[src/rtl/wl_regd_pipe.sv]
// ---------------------------------------------------------------------------
// wl_regd_pipe
//
// Elastic register pipeline of DEPTH stages, each DW bits wide with its own
// valid bit. Stages hand data forward under valid/ready handshaking; an empty
// stage always accepts, so bubbles collapse even while the output is stalled.
// DEPTH = 0 degenerates to a purely combinational pass-through.
//
// Ports:
//   clk        rising-edge clock
//   rst        synchronous reset, active-high (priority over flush)
//   flush      synchronous pipeline clear, active-high
//   in_valid   upstream beat valid
//   in_ready   pipeline accepts in_data this cycle
//   in_data    upstream beat data [DW-1:0]
//   out_valid  out_data holds a valid beat
//   out_ready  downstream accepts out_data this cycle
//   out_data   last-stage data [DW-1:0]
//   count      number of stages currently holding a valid beat [CW-1:0]
// ---------------------------------------------------------------------------
module wl_regd_pipe #(
  parameter int DW       = 8,
  parameter int DEPTH    = 2,
  parameter int RST_DATA = 1,
  parameter int CW       = (DEPTH < 1) ? 1 : $clog2(DEPTH + 1)
) (
  input  logic          clk,
  input  logic          rst,
  input  logic          flush,
  input  logic          in_valid,
  output logic          in_ready,
  input  logic [DW-1:0] in_data,
  output logic          out_valid,
  input  logic          out_ready,
  output logic [DW-1:0] out_data,
  output logic [CW-1:0] count
);

  if (DEPTH == 0) begin : gPass

    // No storage at all: handshake and data go straight through, and the
    // clock and clear inputs are deliberately ignored.
    logic w_unused;

    assign in_ready  = out_ready;
    assign out_valid = in_valid;
    assign out_data  = in_data;
    assign count     = '0;
    assign w_unused  = ^{clk, rst, flush};

  end else begin : gPipe

    logic [DEPTH-1:0]         r_valid;
    logic [DEPTH-1:0][DW-1:0] r_data;
    logic [CW-1:0]            r_count;

    logic [DEPTH:0]           w_accept;
    logic [DEPTH-1:0]         w_prevValid;
    logic [DEPTH-1:0][DW-1:0] w_prevData;
    logic                     w_clear;
    logic                     w_inXfer;
    logic                     w_outXfer;

    // Ready chain, computed from the output side backwards: a stage can take
    // a new beat if it is empty or if the stage after it is moving too. This
    // is deliberately combinational end to end so a full pipe can accept and
    // deliver in the same cycle.
    always_comb begin
      w_accept        = '0;
      w_accept[DEPTH] = out_ready;
      for (int i = DEPTH - 1; i >= 0; i--) begin
        w_accept[i] = ~r_valid[i] | w_accept[i+1];
      end
    end

    // What each stage would load: stage 0 looks at the upstream port, every
    // other stage at its predecessor.
    always_comb begin
      w_prevValid    = '0;
      w_prevData     = '0;
      w_prevValid[0] = in_valid;
      w_prevData[0]  = in_data;
      for (int i = 1; i < DEPTH; i++) begin
        w_prevValid[i] = r_valid[i-1];
        w_prevData[i]  = r_data[i-1];
      end
    end

    // rst and flush have identical register effect; both also mask the
    // handshake outputs so nothing is accepted or delivered in that cycle.
    assign w_clear   = rst | flush;
    assign in_ready  = w_accept[0] & ~w_clear;
    assign out_valid = r_valid[DEPTH-1] & ~w_clear;
    assign out_data  = r_data[DEPTH-1];
    assign count     = r_count;

    assign w_inXfer  = in_valid & in_ready;
    assign w_outXfer = out_valid & out_ready;

    // Valid bits always clear; an accepting stage copies its predecessor's
    // valid, which is how a bubble moves forward and gets squeezed out.
    always_ff @(posedge clk) begin
      if (w_clear) begin
        r_valid <= '0;
      end else begin
        for (int i = 0; i < DEPTH; i++) begin
          if (w_accept[i]) begin
            r_valid[i] <= w_prevValid[i];
          end
        end
      end
    end

    // Data only moves when a real beat arrives, so an emptied stage keeps its
    // last value instead of toggling on bubbles. Clearing the data is
    // optional; with RST_DATA = 0 the data path carries no reset at all.
    always_ff @(posedge clk) begin
      if ((RST_DATA != 0) && w_clear) begin
        r_data <= '0;
      end else begin
        for (int i = 0; i < DEPTH; i++) begin
          if (w_accept[i] && w_prevValid[i]) begin
            r_data[i] <= w_prevData[i];
          end
        end
      end
    end

    // Occupancy tracks the port handshakes rather than summing valid bits;
    // simultaneous in and out transfers cancel.
    always_ff @(posedge clk) begin
      if (w_clear) begin
        r_count <= '0;
      end else if (w_inXfer && !w_outXfer) begin
        r_count <= r_count + CW'(1);
      end else if (!w_inXfer && w_outXfer) begin
        r_count <= r_count - CW'(1);
      end
    end

  end

endmodule

[config.mk]
export PLATFORM = sky130hd
export DESIGN_NAME = wl_regd_pipe
export DESIGN_NICKNAME = d
export VERILOG_FILES = /design/src/rtl/wl_regd_pipe.sv
export SDC_FILE = /design/constraint.sdc
export NUM_CORES = 1
export LEC_CHECK = 0
export CAP_MARGIN = 10
export CORE_UTILIZATION = 43
export CTS_BUF_LIST = sky130_fd_sc_hd__clkbuf_4 sky130_fd_sc_hd__clkbuf_8
export DETAILED_ROUTE_END_ITERATION = 8
export PLACE_DENSITY = 0.76
export SYNTH_ARGS = -nofsm -noshare
export SYNTH_HDL_FRONTEND = slang
export SYNTH_SLANG_ARGS = --single-unit
[constraint.sdc]
create_clock -name clk -period 1.88 [get_ports clk]
set_clock_uncertainty 0.1 [all_clocks]
set_input_delay 0.47 -clock clk [delete_from_list [all_inputs] [get_ports clk]]
set_output_delay 0.47 -clock clk [all_outputs]
set_load 0.05 [all_outputs]
==> results of run 1 <==
-- cells in the final DEF (no fill, tap or decap) --
cell type and n:
nor2_1 1, ha_4 1, or3_1 1, a21oi_1 18, nand2_2 1, nand2b_1 1
nor2_4 2, or2_4 1, inv_1 2, clkbuf_2 2, and3b_2 1, buf_4 21
xor2_1 2, o21ai_1 8, clkdlybuf4s50_1 9, nand3b_1 1, dlygate4sd2_1 1, dfxtp_1 20
o21ai_0 9, clkbuf_4 3, nor3_2 1, buf_6 1, a21oi_2 1, buf_12 3
and2b_1 1, nand3_1 16, bufbuf_16 1, inv_2 1
-- power by group through the flow --
stage               registers, mW  logic, mW  clock network, mW
floorplan                   0.449     0.0511                  0
global placement            0.446     0.0938                  0
global route                0.438      0.120              0.226
detailed placement          0.447     0.0950                  0
CTS                         0.437      0.111              0.205
finish                      0.437      0.112              0.195
-- cells by family after synthesis --
group | Yosys count | synth area share
buffers and inverters | 18 | 0.145
DFF | 20 | 0.455
and+or+nand+nor | 27 | 0.162
xor gates and xnor gates | 2 | 0.0199
AOI/OAI and AO/OA | 36 | 0.205
adders and majority gates | 1 | 0.0142
-- synthesized netlist by cell type --
| cell type | number | area, µm² |
|---|---|---|
| nor3_1 | 1 | 5.00 |
| nand3b_1 | 1 | 7.51 |
| buf_4 | 9 | 67.6 |
| nand3_1 | 16 | 80.1 |
| and3b_1 | 1 | 8.76 |
| buf_6 | 3 | 33.8 |
| and2b_1 | 1 | 7.51 |
| a21oi_1 | 19 | 95.1 |
| clkbuf_2 | 2 | 10.0 |
| dfxtp_1 | 20 | 400 |
| nor2_1 | 3 | 11.3 |
| xor2_1 | 2 | 17.5 |
| buf_2 | 1 | 5.00 |
| nand2b_1 | 1 | 6.26 |
| inv_1 | 3 | 11.3 |
| nand2_1 | 1 | 3.75 |
| o21ai_1 | 8 | 40.0 |
| or2_1 | 1 | 6.26 |
| o21ai_0 | 9 | 45.0 |
| or3_1 | 1 | 6.26 |
| ha_1 | 1 | 12.5 |
-- worst paths after layout --
check                                  end  slack (ps)  cells past startpoint
hold / removal    out_data[4]$_SDFFE_PP0P_         380                      2
setup / recovery     count[1]$_SDFFE_PP0P_          20                      7
hold reg to reg   out_data[4]$_SDFFE_PP0P_         380                      2
setup reg to reg     count[1]$_SDFFE_PP0P_         190                      7
-- state kept, by name, indices dropped and copies added, names as in the netlist --
signal / cells
gPipe.r_data: 8
out_data: 8
count: 2
gPipe.r_valid: 2
-- area by class of cell --
cell class                 instances  share of cell area
clock buffer                       3              0.0183
inverter                           3             0.00913
multi-input combinational         66               0.320
sequential                        20               0.325
tap                               27              0.0274
timing repair buffer              38               0.300
-- layer usage --
| layer | global-route usage | wire (µm) | part of all wire | up-vias |
|---|---|---|---|---|
| met5 | 0 | 0 | 0 | - |
| met4 | 0.120 | 57 | 0.029 | 0 |
| met3 | 0.0385 | 72 | 0.037 | 4 |
| met2 | 0.321 | 968 | 0.49 | 21 |
| met1 | 0.273 | 870 | 0.44 | 378 |
| li1 | - | - | - | 408 |
-- per-stage QoR --
step                area [µm²]  worst slack, ps
floorplan                  920             -249
global placement          1140             -395
detailed placement        1140             -446
CTS                       1240             17.1
global route              1230            0.392
finish                    1230             24.8
-- repair_timing --
item / CTS / global route
setup endpoints to repair: 4 / 3
gates cloned: 1 / 0
hold buffers: 0 / 0
gates resized for setup: 12 / 4
buffers inserted: 3 / 0
pin swaps: 3 / 2
-- critical path, cell delays in order --
cell             delay [ps]
clkdlybuf4s50_1         490
inv_2                    60
nor3_2                  160
buf_4                   140
ha_4                    190
or3_1                   350
a21oi_2                 120
==> metrics, run 1 <==
total chip power roughly 0.74 mW; hold slack 378 ps; Remaining DRCs 0; HPWL Detailed between 1 and 1.5 mm; first-pass GRT wire length 3.17 mm; # setup viols final 0; Hold Crit Start out_data[4]$_SDFFE_PP0P_; Slew headroom 0.815; initial antenna violation count 0; Period minus WS final between 1500 and 2000 ps; status finished, final reports clean; Worst-path clk slew about 100 ps; CP startpoint in_valid; non-filler cells, final approximately 160; Starting DRT DRC Count 17; IR drop worst, VDD ~330 µV; CTS Buffer Depth 2; Yosys cell types 21; share of power burned in combinational logic 0.151; Clock Sink Count 20; CTS tree yes; gp weighted congestion between 0.8 and 0.9; Post-Syn Nets 118; max_cap viols 0; worst endpoint required time around 2000 ps; cell count after synthesis around 100; vias a little over 800; post-route setup TNS 0 ps; Critical Path Fanout Max 2; final worst-path cycle share 0.987; Die X 47.3 µm; fill cell count about 180; WL/cell approximately 13 µm; mean post-synth cell area 8.47 µm²; share of cells above drive strength 1 0.308; n_diodes 0; # IOs 25; Worst Setup End Kind flip-flop; kind of critical path input port to flip-flop; Die Y approximately 47 µm; CTS root buffer clkbuf_4; Die Area approximately 2200 µm²; antenna-violating nets left 0; number of global-route vias before repair 719; part of the power in the clock network 0.262; grt total ovfl 0; Fin. Hold Viols 0; PortBufs 24; Register Area roughly 400 µm²; core area about 1900 µm²; global-route usage over all layers 0.209; sequential area share after synthesis 0.455; FP Rows 16; H-tree depth 1; RSZ-0062 raised after global routing no; fmax 539 MHz; area growth from synthesis to final layout 40.1%; Placed Instances 150; Hold WC Path Type flip-flop to flip-flop; pin count of the biggest net entering global routing 11; Post-Route WL a little under 2 mm; max-slew violation count 0; Mapped Area between 800 and 900 µm²; Crit path arrival time 1990 ps; post-layout util 0.635; Lkg Pwr 0.483 nW; clk_lat worst skew approximately 290 ps; YS warnings 0; synthesized flop and latch total 20; Starting Density 0.454; nets 146; multi-input logic area 395 µm²; CP Launch Type input port; Pint between 0.5 and 0.6 mW; total CTS buffers 3; pwr dens 604 nW/µm²; sw frac 0.236; drt pass-1 iters 4; via-per-instance ratio 5.17; sequential share of power 0.587; slew at the pin with the worst max-slew slack about 280 ps; FF-to-FF Start gPipe.r_valid[1]$_SDFFE_PP0P_; net switching power roughly 0.18 mW
Power figures use the tool's default switching activity.
==> run 2: changes to the inputs <==
--- a/config.mk
+++ b/config.mk
@@ -6,10 +6,11 @@
 export NUM_CORES = 1
 export LEC_CHECK = 0
 export CAP_MARGIN = 10
-export CORE_UTILIZATION = 43
+export CORE_UTILIZATION = 52
 export CTS_BUF_LIST = sky130_fd_sc_hd__clkbuf_4 sky130_fd_sc_hd__clkbuf_8
+export CTS_CLUSTER_SIZE = 20
 export DETAILED_ROUTE_END_ITERATION = 8
-export PLACE_DENSITY = 0.76
+export PLACE_DENSITY = 0.86
 export SYNTH_ARGS = -nofsm -noshare
 export SYNTH_HDL_FRONTEND = slang
 export SYNTH_SLANG_ARGS = --single-unit
==> constraint.sdc (replaced) <==
create_clock -name clk -period 2.2 [get_ports clk]
set_clock_uncertainty 0.1 [all_clocks]
set_input_delay 0.55 -clock clk [delete_from_list [all_inputs] [get_ports clk]]
set_output_delay 0.55 -clock clk [all_outputs]
set_load 0.05 [all_outputs]
==> run 2 against run 1 <==
Non-clock buffer count fell by 2. Flip-flop and latch count did not move. Clock power rose by 53%. Utilization rose by 15 points. Critical path depth fell by 6.
==> metrics, run 2 (synthesized netlist as in run 1, its figures left out) <==
status finished, final reports clean (unchanged); Area after DPL 1130 µm² (was 1140 µm²); Starting DRT DRC Count 31 (was 17); FF-to-FF Start gPipe.r_valid[1]$_SDFFE_PP0P_ (unchanged); CTS Buffer Depth 2 (unchanged); # IOs 25 (unchanged); WL/cell 13.5 µm (was 12.5 µm); Slew headroom 0.668 (was 0.815); design area 1210 µm² (was 1230 µm²); post-place setup slack -205 ps (was -446 ps); HPWL Detailed 1.27 mm (was 1.26 mm); Critical path buffers and inverters 1 (was 3); RSZ-0062 raised after global routing no (unchanged); slowest CP cell clkdlybuf4s50_1 (unchanged); post-route setup TNS 0 ps (unchanged); initial antenna violation count 0 (unchanged); Worst Setup Slack, final 94.1 ps (was 24.8 ps); hold_buf cts 0 (unchanged); IR drop worst, VDD 546 µV (was 331 µV); cells on worst reg2reg path 5 (was 7); worst-path cell chain clkdlybuf4s50_1 (was clkdlybuf4s50_1 -> inv_2 -> nor3_2 -> buf_4 -> ha_4 -> or3_1 -> a21oi_2); PortBufs 24 (unchanged); part of the power in the clock network 0.393 (was 0.262); max-slew violation count 0 (unchanged); Die X 43.2 µm (was 47.3 µm); CP top delay family buffers and inverters (unchanged); FP Rows 14 (was 16); hold slack 378 ps (about the same); CP max stage delay 800 ps (was 490 ps); Remaining DRCs 0 (unchanged); max_cap viols 0 (unchanged); CTS tree yes (unchanged); Worst Setup End Kind output pin (was flip-flop); kind of critical path flip-flop to output pin (was input port to flip-flop); nets 144 (was 146); core area 1540 µm² (was 1940 µm²); total chip power 0.759 mW (was 0.745 mW); number of global-route vias before repair 766 (was 719); Period minus WS final between 2000 and 2500 ps; Lkg Pwr 0.471 nW (was 0.483 nW); drt pass-1 iters 4 (unchanged); gp weighted congestion 0.791 (was 0.818); Worst-path clk slew 120 ps (was 100 ps); critical path depth 1 (was 7); # setup viols final 0 (unchanged); sw frac 0.211 (was 0.236); most frequent cells in the layout 20 x dfxtp_1, 19 x a21oi_1, 18 x clkdlybuf4s50_1 (was 21 x buf_4, 20 x dfxtp_1, 18 x a21oi_1); sequential share of power 0.492 (was 0.587); grt total ovfl 0 (unchanged); most common cell after layout, fill and taps aside dfxtp_1 (was buf_4); worst endpoint required time 1550 ps (was 2010 ps); vias 811 (unchanged); share of power burned in combinational logic 0.115 (was 0.151); antenna-violating nets left 0 (unchanged); reg2reg end count[1]$_SDFFE_PP0P_ (unchanged); area growth from synthesis to final layout 37.6% (was 40.1%); final worst-path cycle share 0.957; CP startpoint count[1]$_SDFFE_PP0P_ (was in_valid); r2r setup slk 500 ps (was 190 ps); Placed Instances 139 (was 150); Hold WC Path Type flip-flop to flip-flop (unchanged); global-route usage over all layers 0.234 (was 0.209); Die Area 1860 µm² (was 2230 µm²); post-layout util 0.787 (was 0.635); net switching power 0.160 mW (was 0.176 mW); H-tree depth 1 (unchanged); Crit path arrival time 1460 ps (was 1990 ps); Starting Density 0.571 (was 0.454); fill cell count 104 (was 176); share of cells above drive strength 1 0.171 (was 0.308); fmax approximately 470 MHz; Pint 0.599 mW (was 0.569 mW); slew at the pin with the worst max-slew slack 497 ps (was 278 ps); clk_lat worst skew 300 ps (was 290 ps); n_diodes 0 (unchanged); non-filler cells, final 145 (was 157); CP Launch Type flip-flop (was input port); first-pass GRT wire length 3.26 mm (was 3.17 mm); Critical Path Fanout Max 3 (was 2); Setup crit end count[1] (was count[1]$_SDFFE_PP0P_); Fin. Hold Viols 0 (unchanged); total CTS buffers 3 (unchanged); Post-Route WL 1.96 mm (was 1.97 mm); pin count of the biggest net entering global routing 13 (was 11); CTS root buffer clkbuf_4 (unchanged); Clock Sink Count 20 (unchanged); Die Y 43.2 µm (was 47.3 µm); via-per-instance ratio 5.59 (was 5.17); pwr dens 626 nW/µm² (was 604 nW/µm²)
run 2: worst min-delay path, delay by kind of cell (launching register included):
family           cells  cell delay, ps
flip-flops           1             330
AND/OR/NAND/NOR      1              60
AO/OA/AOI/OAI        1              50
run 2: area by class of cell:
cell class | instances | area [µm²] | area share
multi-input combinational | 66 | 372 | 0.307
clock buffer | 3 | 22.5 | 0.0186
inverter | 3 | 11.3 | 0.00929
sequential | 20 | 400 | 0.330
tap | 16 | 20.0 | 0.0165
clock inverter | 1 | 30.0 | 0.0248
timing repair buffer | 36 | 357 | 0.294
run 2: per-layer routing:
| metal | track usage | part of all wire |
|---|---|---|
| met1 | 0.304 | 0.41 |
| met5 | 0 | 0 |
| met2 | 0.373 | 0.53 |
| met3 | 0.0426 | 0.052 |
| met4 | 0.103 | 0.0046 |
run 2: power by group through the flow:
stage | Combinational (mW) | Clock (mW) | Sequential, mW
CTS | 0.0856 | 0.301 | 0.373
finish | 0.0873 | 0.298 | 0.374
detailed placement | 0.0811 | 0 | 0.382
global route | 0.0936 | 0.322 | 0.375
global placement | 0.0795 | 0 | 0.381
floorplan | 0.0401 | 0 | 0.384
run 2: repair_timing:
| action | in CTS | in global routing |
|---|---|---|
| setup endpoints to repair | 2 | 2 |
| gates resized for setup | 6 | 2 |
| setup buffers | 2 | 0 |
| pin swaps | 2 | 1 |
run 2: how the worst min path moves through the flow:
stage,from,to,cells past startpoint
6_report,gPipe.r_data[5]$_SDFFE_PP0P_,out_data[5]$_SDFFE_PP0P_,2
5_1_grt,gPipe.r_data[5]$_SDFFE_PP0P_,out_data[5]$_SDFFE_PP0P_,2
4_1_cts,gPipe.r_data[5]$_SDFFE_PP0P_,out_data[5]$_SDFFE_PP0P_,2
3_5_place_dp,gPipe.r_data[5]$_SDFFE_PP0P_,out_data[5]$_SDFFE_PP0P_,2
3_3_place_gp,gPipe.r_data[5]$_SDFFE_PP0P_,out_data[5]$_SDFFE_PP0P_,2
2_1_floorplan,gPipe.r_data[4]$_SDFFE_PP0P_,out_data[4]$_SDFFE_PP0P_,2
==> run 3: changes to the inputs <==
--- a/config.mk
+++ b/config.mk
@@ -6,11 +6,11 @@
 export NUM_CORES = 1
 export LEC_CHECK = 0
 export CAP_MARGIN = 10
-export CORE_UTILIZATION = 52
+export CORE_UTILIZATION = 48
 export CTS_BUF_LIST = sky130_fd_sc_hd__clkbuf_4 sky130_fd_sc_hd__clkbuf_8
 export CTS_CLUSTER_SIZE = 20
 export DETAILED_ROUTE_END_ITERATION = 8
-export PLACE_DENSITY = 0.86
+export PLACE_DENSITY = 0.8
 export SYNTH_ARGS = -nofsm -noshare
 export SYNTH_HDL_FRONTEND = slang
 export SYNTH_SLANG_ARGS = --single-unit
==> constraint.sdc (replaced) <==
create_clock -name clk -period 2.3 [get_ports clk]
set_clock_uncertainty 0.1 [all_clocks]
set_input_delay 0.575 -clock clk [delete_from_list [all_inputs] [get_ports clk]]
set_output_delay 0.575 -clock clk [all_outputs]
set_load 0.05 [all_outputs]
==> run 3 against run 2 <==
Critical path depth rose by 3. Register-to-register slack gained 80 ps. Total power decreased by 16%. Sequential power down 5%. Via count is 6.3% lower. Global-route usage is 3.5 points lower. Flip-flop and latch count unchanged. Design area down 2.3%. Die area is 7.9% higher. Sequential share of layout area is 0.77 points higher. Critical path type is now input port to output pin. Highest routed layer unchanged.
==> metrics, run 3 (synthesized netlist as in run 1, its figures left out) <==
number of global-route vias before repair 703 (was 766); pin count of the biggest net entering global routing 19 (was 13); CTS Buffer Depth 2 (unchanged); status finished, final reports clean (unchanged); grt total ovfl 0 (unchanged); CP Launch Type input port (was flip-flop); max-slew violation count 0 (unchanged); IR drop worst, VDD 382 µV (was 546 µV); pwr dens 539 nW/µm² (was 626 nW/µm²); first-pass GRT wire length 2.88 mm (was 3.26 mm); initial antenna violation count 0 (unchanged); max_cap viols 0 (unchanged); Die Area 2010 µm² (was 1860 µm²); total CTS buffers 3 (unchanged); clk_lat worst skew 300 ps (about the same); Crit path arrival time 1570 ps (was 1460 ps); Remaining DRCs 0 (unchanged); core area 1730 µm² (was 1540 µm²); Die Y 44.8 µm (was 43.2 µm); Die X 44.8 µm (was 43.2 µm); Post-Route WL 1.76 mm (was 1.96 mm); final worst-path cycle share 0.977; H-tree depth 1 (unchanged); # setup viols final 0 (unchanged); Hold WC Path Type flip-flop to flip-flop (unchanged); nets 142 (was 144); kind of critical path input port to output pin (was flip-flop to output pin); Period minus WS final 2250 ps; drt pass-1 iters 4 (unchanged); Fin. Hold Viols 0 (unchanged); # IOs 25 (unchanged); global-route usage over all layers 0.199 (was 0.234); hold_buf cts 0 (unchanged); RSZ-0062 raised after global routing no (unchanged); Worst-path clk slew 110 ps (was 120 ps); sw frac 0.230 (was 0.211); total chip power 0.639 mW (was 0.759 mW); post-place setup slack -114 ps (was -205 ps); worst endpoint required time 1620 ps (was 1550 ps); non-filler cells, final 152 (was 145); HPWL Detailed 1.38 mm (was 1.27 mm); gp weighted congestion 0.769 (was 0.791); Starting DRT DRC Count 24 (was 31); part of the power in the clock network 0.317 (was 0.393); CTS root buffer clkbuf_4 (unchanged); antenna-violating nets left 0 (unchanged); net switching power 0.147 mW (was 0.160 mW); FP Rows 15 (was 14); Pint 0.492 mW (was 0.599 mW); share of power burned in combinational logic 0.125 (was 0.115); Starting Density 0.510 (was 0.571); Lkg Pwr 0.426 nW (was 0.471 nW); Clock Sink Count 20 (unchanged); Critical Path Fanout Max 3 (unchanged); n_diodes 0 (unchanged); CTS tree yes (unchanged); Worst Setup End Kind output pin (unchanged); post-layout util 0.686 (was 0.787); slew at the pin with the worst max-slew slack 491 ps (was 497 ps); Placed Instances 148 (was 139); Slew headroom 0.672 (was 0.668); via-per-instance ratio 5.00 (was 5.59); most frequent cells in the layout 22 x clkdlybuf4s50_1, 20 x dfxtp_1, 19 x a21oi_1 (was 20 x dfxtp_1, 19 x a21oi_1, 18 x clkdlybuf4s50_1); share of cells above drive strength 1 0.150 (was 0.171); PortBufs 24 (unchanged); WL/cell 11.6 µm (was 13.5 µm); most common cell after layout, fill and taps aside clkdlybuf4s50_1 (was dfxtp_1); sequential share of power 0.558 (was 0.492); area growth from synthesis to final layout 34.5% (was 37.6%); fmax about 440 MHz; vias 760 (was 811); Worst Setup Slack, final 51.9 ps (was 94.1 ps)
## run 3: cell types whose count changed in the layout (fill, tap and decap cells not counted), sizes merged
cell and delta:
clkdlybuf4s50 +4, buf -2, dlygate4sd2 -2, dlymetal6s2s -2, bufinv -1, clkbuf +1
## run 3: critical path, stage by stage
cell and delay [ps]:
clkdlybuf4s50_1 470, and3b_1 240, nor2_4 140, buf_12 140
## run 3: what timing repair did
item                       in CTS  in global routing
cloned                          0                  0
setup endpoints to repair       2                  1
setup buffers                   1                  1
pin swaps                       2                  2
gates resized for setup         2                  0
## run 3: power groups by stage
stage | Combinational [mW] | Sequential, mW | Clock, mW
detailed placement | 0.0779 | 0.365 | 0
global route | 0.0860 | 0.358 | 0.215
global placement | 0.0761 | 0.364 | 0
CTS | 0.0798 | 0.357 | 0.208
finish | 0.0796 | 0.357 | 0.203
floorplan | 0.0383 | 0.367 | 0
## run 3: worst paths after layout
check	startpoint	to	slack [ps]	depth (start not counted)
min reg2reg	gPipe.r_data[5]$_SDFFE_PP0P_	out_data[5]$_SDFFE_PP0P_	380	2
max	out_ready	in_ready	50	4
min	gPipe.r_data[5]$_SDFFE_PP0P_	out_data[5]$_SDFFE_PP0P_	380	2
max reg2reg	gPipe.r_valid[1]$_SDFFE_PP0P_	count[1]$_SDFFE_PP0P_	580	6
## run 3: cell type report
| type | count | area (µm²) |
|---|---|---|
| multi-input combinational | 66 | 370 |
| sequential | 20 | 400 |
| tap | 25 | 31.3 |
| fill | 155 | 542 |
| clock buffer | 4 | 36.3 |
| timing repair buffer | 34 | 335 |
| inverter | 3 | 11.3 |
## run 3: layer usage
layer,up-vias,track usage,share of wire
met5,-,0,0
li1,405,-,-
met1,333,0.239,0.45
met4,0,0.109,0.017
met3,2,0.0360,0.038
met2,20,0.335,0.50
## run 3: per-stage QoR
step           setup TNS (ps)  area [µm²]  hold WS [ps]
5_1_grt                     0        1180           393
2_1_floorplan               0         891           340
6_report                    0        1180           377
3_5_place_dp             -206        1140           360
3_3_place_gp             -174        1140           363
4_1_cts                     0        1180           377
